`config.mk`:
```
export PLATFORM = sky130hd
export DESIGN_NAME = lzc_stream
export DESIGN_NICKNAME = d
export VERILOG_FILES = /design/src/rtl/lzc_stream.sv
export SDC_FILE = /design/constraint.sdc
export NUM_CORES = 1
export LEC_CHECK = 0
export ABC_AREA = 1
export CAP_MARGIN = 15
export CORE_AREA = 3 3 67 69
export CTS_CLUSTER_SIZE = 24
export DETAILED_ROUTE_END_ITERATION = 10
export DIE_AREA = 0 0 70 72
export GPL_TIMING_DRIVEN = 0
export PLACE_DENSITY = 0.6
export SLEW_MARGIN = 20
export SYNTH_ARGS = -nofsm -noshare
export SYNTH_HDL_FRONTEND = slang
export SYNTH_SLANG_ARGS = --single-unit
export TNS_END_PERCENT = 30
```
`constraint.sdc`:
```
create_clock -name clk -period 6.6 [get_ports clk]
set_input_delay 1.32 -clock clk [delete_from_list [all_inputs] [get_ports clk]]
set_output_delay 1.32 -clock clk [all_outputs]
set_load 0.05 [all_outputs]
```
`src/rtl/lzc_stream.sv`:
```
// Streaming leading-zero / leading-one / trailing-zero counter over multi-word frames.
// Optional macro LZC_TRAIL_EN compiles in the trailing-zero mode (mode 10).
module lzc_stream #(
  parameter  int WIDTH = 8,
  parameter  int WORD  = 4,
  localparam int CW    = $clog2(WIDTH*WORD) + 1
) (
  input  logic             clk,
  input  logic             rst,
  input  logic [WIDTH-1:0] data,
  input  logic             Ivalid,
  input  logic             Ilast,
  input  logic [1:0]       mode,
  output logic [CW-1:0]    zeros,
  output logic             Oall,
  output logic             Ovalid
);

  localparam int LW  = $clog2(WIDTH) + 1;
  localparam int WCW = (WORD > 1) ? $clog2(WORD) : 1;

  typedef enum logic {IDLE, ACC} state_t;

  state_t         state_reg, state_next;
  logic [1:0]     mode_reg;
  logic [CW-1:0]  cnt_reg, cnt_next;
  logic           found_reg, found_next;
  logic [WCW-1:0] wcnt_reg;

  logic           first;
  logic [1:0]     mode_cur;
  logic           ones;
  logic [WIDTH-1:0] lvec;
  logic           full;
  logic [LW-1:0]  lead;
  logic [CW-1:0]  base_cnt;
  logic           base_found;
  logic [WCW-1:0] wcnt_eff;
  logic           close;
  logic [CW-1:0]  zeros_next;
  logic           oall_next, ovalid_next;

  // The first word of a frame uses the live mode; later words use the latched one.
  assign first    = (state_reg == IDLE);
  assign mode_cur = first ? mode : mode_reg;
  assign ones     = (mode_cur == 2'b01);
  assign lvec     = ones ? ~data : data;

  always_comb begin
    lead = LW'(WIDTH);
    for (int i = 0; i < WIDTH; i++) begin
      if (lvec[i]) lead = LW'(WIDTH - 1 - i);
    end
  end

`ifdef LZC_TRAIL_EN
  logic          trail;
  logic [LW-1:0] tz;

  assign trail = (mode_cur == 2'b10);
  assign full  = trail ? (data == '0) : (lvec == '0);

  always_comb begin
    tz = LW'(WIDTH);
    for (int i = WIDTH - 1; i >= 0; i--) begin
      if (data[i]) tz = LW'(i);
    end
  end
`else
  assign full = (lvec == '0);
`endif

  assign base_cnt   = first ? '0 : cnt_reg;
  assign base_found = first ? 1'b0 : found_reg;
  assign wcnt_eff   = first ? '0 : wcnt_reg;
  assign close      = Ivalid & (Ilast | (wcnt_eff == WCW'(WORD - 1)));

  always_comb begin
    cnt_next   = base_cnt;
    found_next = base_found | ~full;
`ifdef LZC_TRAIL_EN
    if (trail) begin
      cnt_next = full ? base_cnt + CW'(WIDTH) : CW'(tz);
    end else
`endif
    if (!base_found) begin
      cnt_next = full ? base_cnt + CW'(WIDTH) : base_cnt + CW'(lead);
    end
  end

  always_ff @(posedge clk) begin
    if (rst) state_reg <= IDLE;
    else     state_reg <= state_next;
  end

  always_comb begin
    state_next = state_reg;
    if (Ivalid) state_next = close ? IDLE : ACC;
  end

  always_comb begin
    zeros_next  = zeros;
    oall_next   = Oall;
    ovalid_next = 1'b0;
    if (close) begin
      zeros_next  = cnt_next;
      oall_next   = ~found_next;
      ovalid_next = 1'b1;
    end
  end

  always_ff @(posedge clk) begin
    if (rst) begin
      cnt_reg   <= '0;
      found_reg <= 1'b0;
      wcnt_reg  <= '0;
      mode_reg  <= 2'b00;
    end else if (Ivalid) begin
      cnt_reg   <= cnt_next;
      found_reg <= found_next;
      wcnt_reg  <= wcnt_eff + WCW'(1);
      mode_reg  <= mode_cur;
    end
  end

  always_ff @(posedge clk) begin
    if (rst) begin
      zeros  <= '0;
      Oall   <= 1'b0;
      Ovalid <= 1'b0;
    end else begin
      zeros  <= zeros_next;
      Oall   <= oall_next;
      Ovalid <= ovalid_next;
    end
  end

endmodule

```
; ---- After elaboration in Yosys (flattened, before gate mapping)
; Cells that the tools add are included.
[classes]
add_sub_neg = 3
eq_ne = 2
n_mux = 17
bitwise = 6
reduce_logical = 1
[ops]
columns = cell, n
row1 = $mux W4, 8
row2 = $mux W6, 3
row3 = $logic_not A8 Y1, 1
row4 = $mux W8, 1
row5 = $not A8 Y8, 1
row6 = $add A6 B4 Y6, 1
row7 = $add A6 B4 Y6 const B, 1
row8 = $mux W2, 2
row9 = $mux W1, 3
row10 = $add A2 B1 Y2 const B, 1
row11 = $eq A2 B1 Y1 const B, 1
row12 = $eq A2 B2 Y1 const B, 1
row13 = $not A1 Y1, 2
row14 = $or A1 B1 Y1, 2
row15 = $and A1 B1 Y1, 1
[word_totals]
register_bits = 20
input_bits = 14
out_inout_bits = 8
wordCells = 37

; ---- Depth between registers and ports, before layout
; Gate-level depths: netlist (run 1).
[logic_depth]
depth_word = 14
depth_mapped = 22
depth_no_buf = 22

; ---- Least setup slack after synthesis (run 1)
; No wires, ideal clock.
[synth_path]
path_type = input to register
startpoint = input mode[1]
endpoint = register cnt_reg[4]
setup_time_ps = 64
t_arrival_ps = 3441
required_ps = 6536
slack_ps = 3095
stages = 22
n_path_buf = 0
path_cell_list = inv_1 nand2_1 nand2_2 nand2_4 nand2_1 nand2_2 nand3_1 nand2_1 nand2_1 nand2_1 nand2_1 a21boi_0 ha_1 fa_1 a21oi_1 nor2_1 nor2_1 xor2_1 nand3_2 nand3_1 nor2_1 nor2_1
[synth_between]
elab_chain_len = 14
word_cells_on_any_way = 15
classes_between = add/sub (1) / eq/ne (1) / mux (12) / reduce/logical (1)
[synth_lines]
columns = element, line
row1 = start: declaration, 13  ; input logic [1:0] mode,
row2 = $mux W2 (*), 45  ; assign mode_cur = first ? mode : mode_reg;
row3 = $eq A2 B1 Y1 (*), 46  ; assign ones = (mode_cur == 2'b01);
row4 = $mux W8 (*), 47  ; assign lvec = ones ? ~data : data;
row5 = $mux W4 (8 in a row), 52  ; if (lvec[i]) lead = LW'(WIDTH - 1 - i);
row6 = $add A6 B4 Y6, 87  ; cnt_next = full ? base_cnt + CW'(WIDTH) : base_cnt + CW'(lead);
row7 = $mux W6 (*), 87
row8 = $mux W6 (*), 86  ; if (!base_found) begin
row9 = end signal: assignment, 119  ; cnt_reg <= cnt_next;
row10 = end: declaration, 26  ; logic [CW-1:0] cnt_reg, cnt_next;
; Every way passes the cells marked *; elsewhere a longest branch is shown, timed or not.
; A chain may end at the register's enable or synchronous reset.

; ---- Worst setup path after layout (run 1)
[layout_path]
startpoint = input mode[0]
endpoint = register cnt_reg[4]
; The elaborated chain is that of the path after synthesis.

==> results.md, run 1 <==
* Count of flip-flops with a built-in enable after synthesis at 0
* Main synth FF type: dfxtp_1
* Delay-heaviest family, CP: simple AND/OR/NAND/NOR gates
* Total power at 0.2803 mW
* CP most frequent cell: nand2_1
* Critical path arrival at 4200 ps
* Synth warnings at 0
* Max cap viols at 0
* Register-to-Register Path Depth at 21
* Rel. slew slack at 66.45%
* Max Fclk at 0.2492 GHz
* Core Area at 0.003971 mm2
* Leak at 0.9336 nW
* 1st-iter DRT viols at 59
* Final Hold Violating Endpoints at 0
* Antenna Cells at 0
* Cts bufs inserted at 3
* CTS tree: yes
* First-pass GRT wire length at 5.147 mm
* Grt total ovfl at 0
* Outcome: finished, final reports clean
* Worst r2r src: state_reg
* Commonest cells in the synthesized netlist: nand2_1 (57), inv_1 (30), nor2_1 (22)
* Die X at 70 um
* Clock skew at 2.944 ps
* Sequential fraction of the synthesis area at 28.96%
* Reg2reg setup slack at 3700 ps
* Post-synth top area share at 28.96%
* P&R area growth vs syn at 21.99%
* Yosys top cell by area: dfxtp_1
* Starting Density at 34.81%
* Post-CTS setup buffer count at 0
* Worst Hold Path Cells at 2
* Path type of the worst min-delay path: register to register
* GPL Wtd Cong at 0.8238
* # rows at 23
* Startpoint types: input pin
* Synth Cell Area at 0.001383 mm2
* Net Count, Synth at 233
* Setup TNS at 0 ps
* Vias at 1301
* Reg clk slew, reported paths at 70 ps
* Min-Delay Startpoint: zeros[4]
* Fin crit share at 60.80%
* Cell count after synthesis at 212
* Max VDD drop at 0.1510 mV
* Routed WL at 2.998 mm
* Drt wl/cell at 10.52 um
* Crit path required time at 6790 ps
* Vias in the first global route at 1175
* Total track usage at 12.20%
* Count leader, synth: nand2_1
* Final net count at 258
* Ordered list of cells on the worst path: clkdlybuf4s50_1, nand2_1, nand2_2, nand2_4, nand2_1, nand2_2, nand3_1, nand2_1, nand2_1, nand2_1, nand2_1, a21boi_0, ha_1, fa_1, a21oi_1, nor2_1, nor2_1, xor2_1, nand3_2, nand3_1, nor2_1, nor2_1
* CTS-repair resized insts at 0
* Final Instance Area at 0.001687 mm2
* Post-DP HPWL at 2.322 mm
* PnR worst setup slack at 2587 ps
* Initial antenna violation count at 0
* Input/output buffers at 20
* Setup CP Type: input pin to register
* Tmin final at 4013 ps
* Slowest-stage cell, CP: clkdlybuf4s50_1
* Power density over the cells at 166.2 mW/mm2
* Critical R2R Capture: cnt_reg[4]
* DRC violation count after routing at 0
* Drt first pass iters at 4
* Vias per cell at 4.565
* Hold endpoint: zeros[4]
* Worst Path Max Fanout at 10
* CTS sink cnt at 20
* Pre-CTS setup slack at 2317 ps
* Count of final max-slew check failures at 0
* Htree depth at 1
* WP depth at 22
* Die area at 0.005040 mm2
* Clock Root Buffer: clkbuf_8
* Deepest clock path buffer count at 2
* Crit-path max cell delay at 460 ps
* Buffers plus inverters on the worst setup path at 1
* Chip Height at 72 um
* FFs w/ async S/R, synth at 0%
* Post-synthesis average cell area at 6.522 um2
* Least-Margin Pin Slew at 501.7 ps
* Library cells used by synthesis at 28
* Layout cells sized above 1 at 9.787%
* Placement-stage cell area at 0.001645 mm2
* CTS Hold Buffers Added at 0
* Largest cells by area after synthesis: dfxtp_1 (29%), nand2_1 (15%), inv_1 (8.1%)
* RSZ-0062 raised after global routing: no
* Final antenna-violating net count at 0
* Endpoint class of the critical path: register
* Clk Latency, worst-skew pair at 250 ps
* Setup Viol. Count Final at 0
* Top-level port count at 22
* Number of synthesized register bits at 20
* Pin count of the biggest net entering global routing at 11
-- cell families after synthesis --
kind of cell,Yosys count,share of synthesized area [%]
AOI/OAI and AO/OA,23,9.775
and+or+nand+nor,122,41.90
adders and majority gates,7,6.878
xor gates and xnor gates,4,2.534
DFF,20,28.96
buffers and inverters,36,9.955
-- layout make-up --
class | instances | area [um2]
buffer | 5 | 21.27
clock buffer | 3 | 41.29
fill | 428 | 2285
inverter | 31 | 116.4
multi-input combinational | 156 | 844.6
sequential | 20 | 400.4
tap | 50 | 62.56
timing repair buffer | 20 | 200.2
-- through the flow --
step | utilization, % | hold slack [ps] | cells
2_1_floorplan | - | 449.2 | 212
3_3_place_gp | 41.43 | 441.8 | 282
3_5_place_dp | 41.43 | 444.0 | 282
4_1_cts | 42.47 | 457.0 | 285
5_1_grt | 42.47 | 482.0 | 285
6_report | 42.47 | 451.7 | 285
-- placed cells by master, fill, tap and decap left out, drive strengths merged --
cell	synthesis	layout
nand2	69	69
inv	31	31
nor2	24	24
nand3	23	23
dfxtp	20	20
clkdlybuf4s50	0	20
o21ai	10	10
a31oi	6	6
ha	6	6
clkbuf	3	6
nand4	4	4
xor2	3	3
buf	2	2
a21oi	2	2
nor3	1	1
a21boi	1	1
o21a	1	1
o211ai	1	1
xnor2	1	1
a21o	1	1
o31ai	1	1
or2	1	1
fa	1	1
-- power breakdown --
group          switching [mW]  leakage, nW  internal (mW)
registers             0.00355        0.165          0.128
logic                  0.0464        0.747         0.0273
clock network          0.0349       0.0216         0.0405
-- worst max path at each step --
stage             from         end  slack (ps)
3_3_place_gp   mode[0]  cnt_reg[4]        2310
6_report       mode[0]  cnt_reg[4]        2590
4_1_cts        mode[0]  cnt_reg[4]        2580
3_5_place_dp   mode[0]  cnt_reg[4]        2320
5_1_grt        mode[0]  cnt_reg[4]        2380
2_1_floorplan  mode[1]  cnt_reg[4]        3100
-- per-layer routing --
metal | part of all wire (%) | global-route usage [%]
met5 | 0 | 0
met4 | 0.40 | 1.277
met3 | 4.5 | 3.463
met2 | 44 | 19.62
met1 | 51 | 16.95
-- tightest hold or removal path, cell delays in order (launching register included) --
cell     delay [ps]
dfxtp_1         310
nand2_1          60
nand2_1          40
No activity file was read; power rests on OpenSTA's default activity.
==> inputs of run 2 (changes only) <==
Clock period 6.6 ns to 3.9 ns, I/O delays scaled along.
==> results of run 2 <==
The final DEF is identical to that of run 1. Status: finished, final reports clean.
Main changes from that run: setup slack after placement 2317 ps -> 157.1 ps; setup slack after layout 2587 ps -> 427.3 ps; register-to-register setup slack 3700 ps -> 1000 ps; total power 0.2803 mW -> 0.4743 mW; worst IR drop on VDD 0.1510 mV -> 0.2556 mV
==> inputs of run 3 (changes only) <==
Settings changed: ABC_CLOCK_PERIOD_IN_PS from default to 3900, CTS_CLUSTER_SIZE 24 to 16, PLACE_DENSITY 0.6 to 0.58.
==> results.md, run 3 (synthesis gave the netlist of run 1 again) <==
* Outcome: finished, final reports clean
* Initial antenna violation count at 0
* Final net count at 258
* CTS tree: yes
* CP most frequent cell: nand2_1
* Fin crit share at 88.06%
* Vias at 1300
* Rel. slew slack at 66.70%
* Max cap viols at 0
* P&R area growth vs syn at 21.99%
* Grt total ovfl at 0
* Least-Margin Pin Slew at 497.9 ps
* GPL Wtd Cong at 0.8092
* Total power at 0.4780 mW
* Setup CP Type: input pin to register
* Pin count of the biggest net entering global routing at 11
* Setup Viol. Count Final at 0
* Commonest non-fill, non-tap cell in the layout: nand2_1
* Startpoint types: input pin
* Leak at 0.9336 nW
* First-pass GRT wire length at 5.147 mm
* Die X at 70 um
* Vias per cell at 4.561
* Antenna Cells at 0
* Setup TNS at 0 ps
* Drt wl/cell at 10.50 um
* Final Hold Violating Endpoints at 0
* Deepest clock path buffer count at 2
* Buffers plus inverters on the worst setup path at 1
* Cts bufs inserted at 3
* Max VDD drop at 0.2028 mV
* Total track usage at 12.09%
* DRC violation count after routing at 0
* Clock skew at 2.437 ps
* Most frequent cells in the layout: nand2_1 (57), inv_1 (30), nor2_1 (22)
* Die area at 0.005040 mm2
* Htree depth at 1
* Reg clk slew, reported paths at 70 ps
* Input/output buffers at 20
* CTS-repair resized insts at 0
* Crit-path max cell delay at 450 ps
* Count of final max-slew check failures at 0
* Final design utilization at 42.47%
* Endpoint class of the critical path: register
* Chip Height at 72 um
* # rows at 23
* PnR worst setup slack at 465.7 ps
* CTS Hold Buffers Added at 0
* Starting Density at 34.81%
* 1st-iter DRT viols at 88
* Clk Latency, worst-skew pair at 260 ps
* Pre-CTS setup slack at 174.5 ps
* Top-level port count at 22
* Clock Root Buffer: clkbuf_8
* RSZ-0062 raised after global routing: no
* CTS sink cnt at 20
* Routed WL at 2.993 mm
* Layout cells sized above 1 at 9.787%
* Critical path arrival at 3630 ps
* Delay-heaviest family, CP: simple AND/OR/NAND/NOR gates
* Power density over the cells at 283.4 mW/mm2
* Ordered list of cells on the worst path: clkdlybuf4s50_1, nand2_1, nand2_2, nand2_4, nand2_1, nand2_2, nand3_1, nand2_1, nand2_1, nand2_1, nand2_1, a21boi_0, ha_1, fa_1, a21oi_1, nor2_1, nor2_1, xor2_1, nand3_2, nand3_1, nor2_1, nor2_1
* Core Area at 0.003971 mm2
* Max Fclk at 0.2912 GHz
* Vias in the first global route at 1174
* Post-DP HPWL at 2.312 mm
* Slowest-stage cell, CP: clkdlybuf4s50_1
* Post-CTS setup buffer count at 0
* Path type of the worst min-delay path: register to register
* Worst Path Max Fanout at 10
* Tmin final at 3434 ps
* Drt first pass iters at 4
* Final antenna-violating net count at 0
* Crit path required time at 4100 ps
-- run 3: cell counts in the layout (fill, tap and decap cells not counted) --
Identical to the previous run, type by type.
-- run 3: per-layer routing --
| layer | part of all wire (%) | wire length (um) | track usage [%] |
|---|---|---|---|
| met1 | 51 | 1539 | 16.34 |
| met5 | 0 | 0 | 0 |
| met4 | 0.27 | 8 | 1.277 |
| met3 | 4.4 | 132 | 3.324 |
| met2 | 44 | 1312 | 20.04 |
-- run 3: power by group --
group	switching [mW]	internal [mW]
registers	0.00591	0.216
logic	0.0779	0.0461
clock network	0.0635	0.0687
-- run 3: worst min-delay path: stages (launching register included) --
cell and delay, ps:
dfxtp_1 310, nand2_1 60, nand2_1 40
-- run 3: path summary, 6_finish.rpt --
path / slack (ps) / start / cells past startpoint / end
worst max-delay path: 470 / mode[0] / 22 / cnt_reg[4]
worst min-delay path: 450 / zeros[3] / 2 / zeros[3]
worst max register to register: 1040 / state_reg / 21 / cnt_reg[4]
worst min register to register: 450 / zeros[3] / 2 / zeros[3]
-- run 3: final cells by class --
cell class / count / area (um2)
Timing Repair Buffer: 20 / 200.2
Buffer: 5 / 21.27
Sequential cell: 20 / 400.4
Tap cell: 50 / 62.56
Fill cell: 431 / 2285
Multi-Input combinational cell: 156 / 844.6
Inverter: 31 / 116.4
Clock buffer: 3 / 41.29
-- run 3: metrics by stage --
step | area (um2) | cells | hold slack [ps]
after CTS | 1687 | 285 | 457.2
after detailed placement | 1645 | 282 | 445.4
after global routing | 1687 | 285 | 494.0
after global placement | 1645 | 282 | 445.2
final | 1687 | 285 | 452.5
after floorplan | 1383 | 212 | 449.2
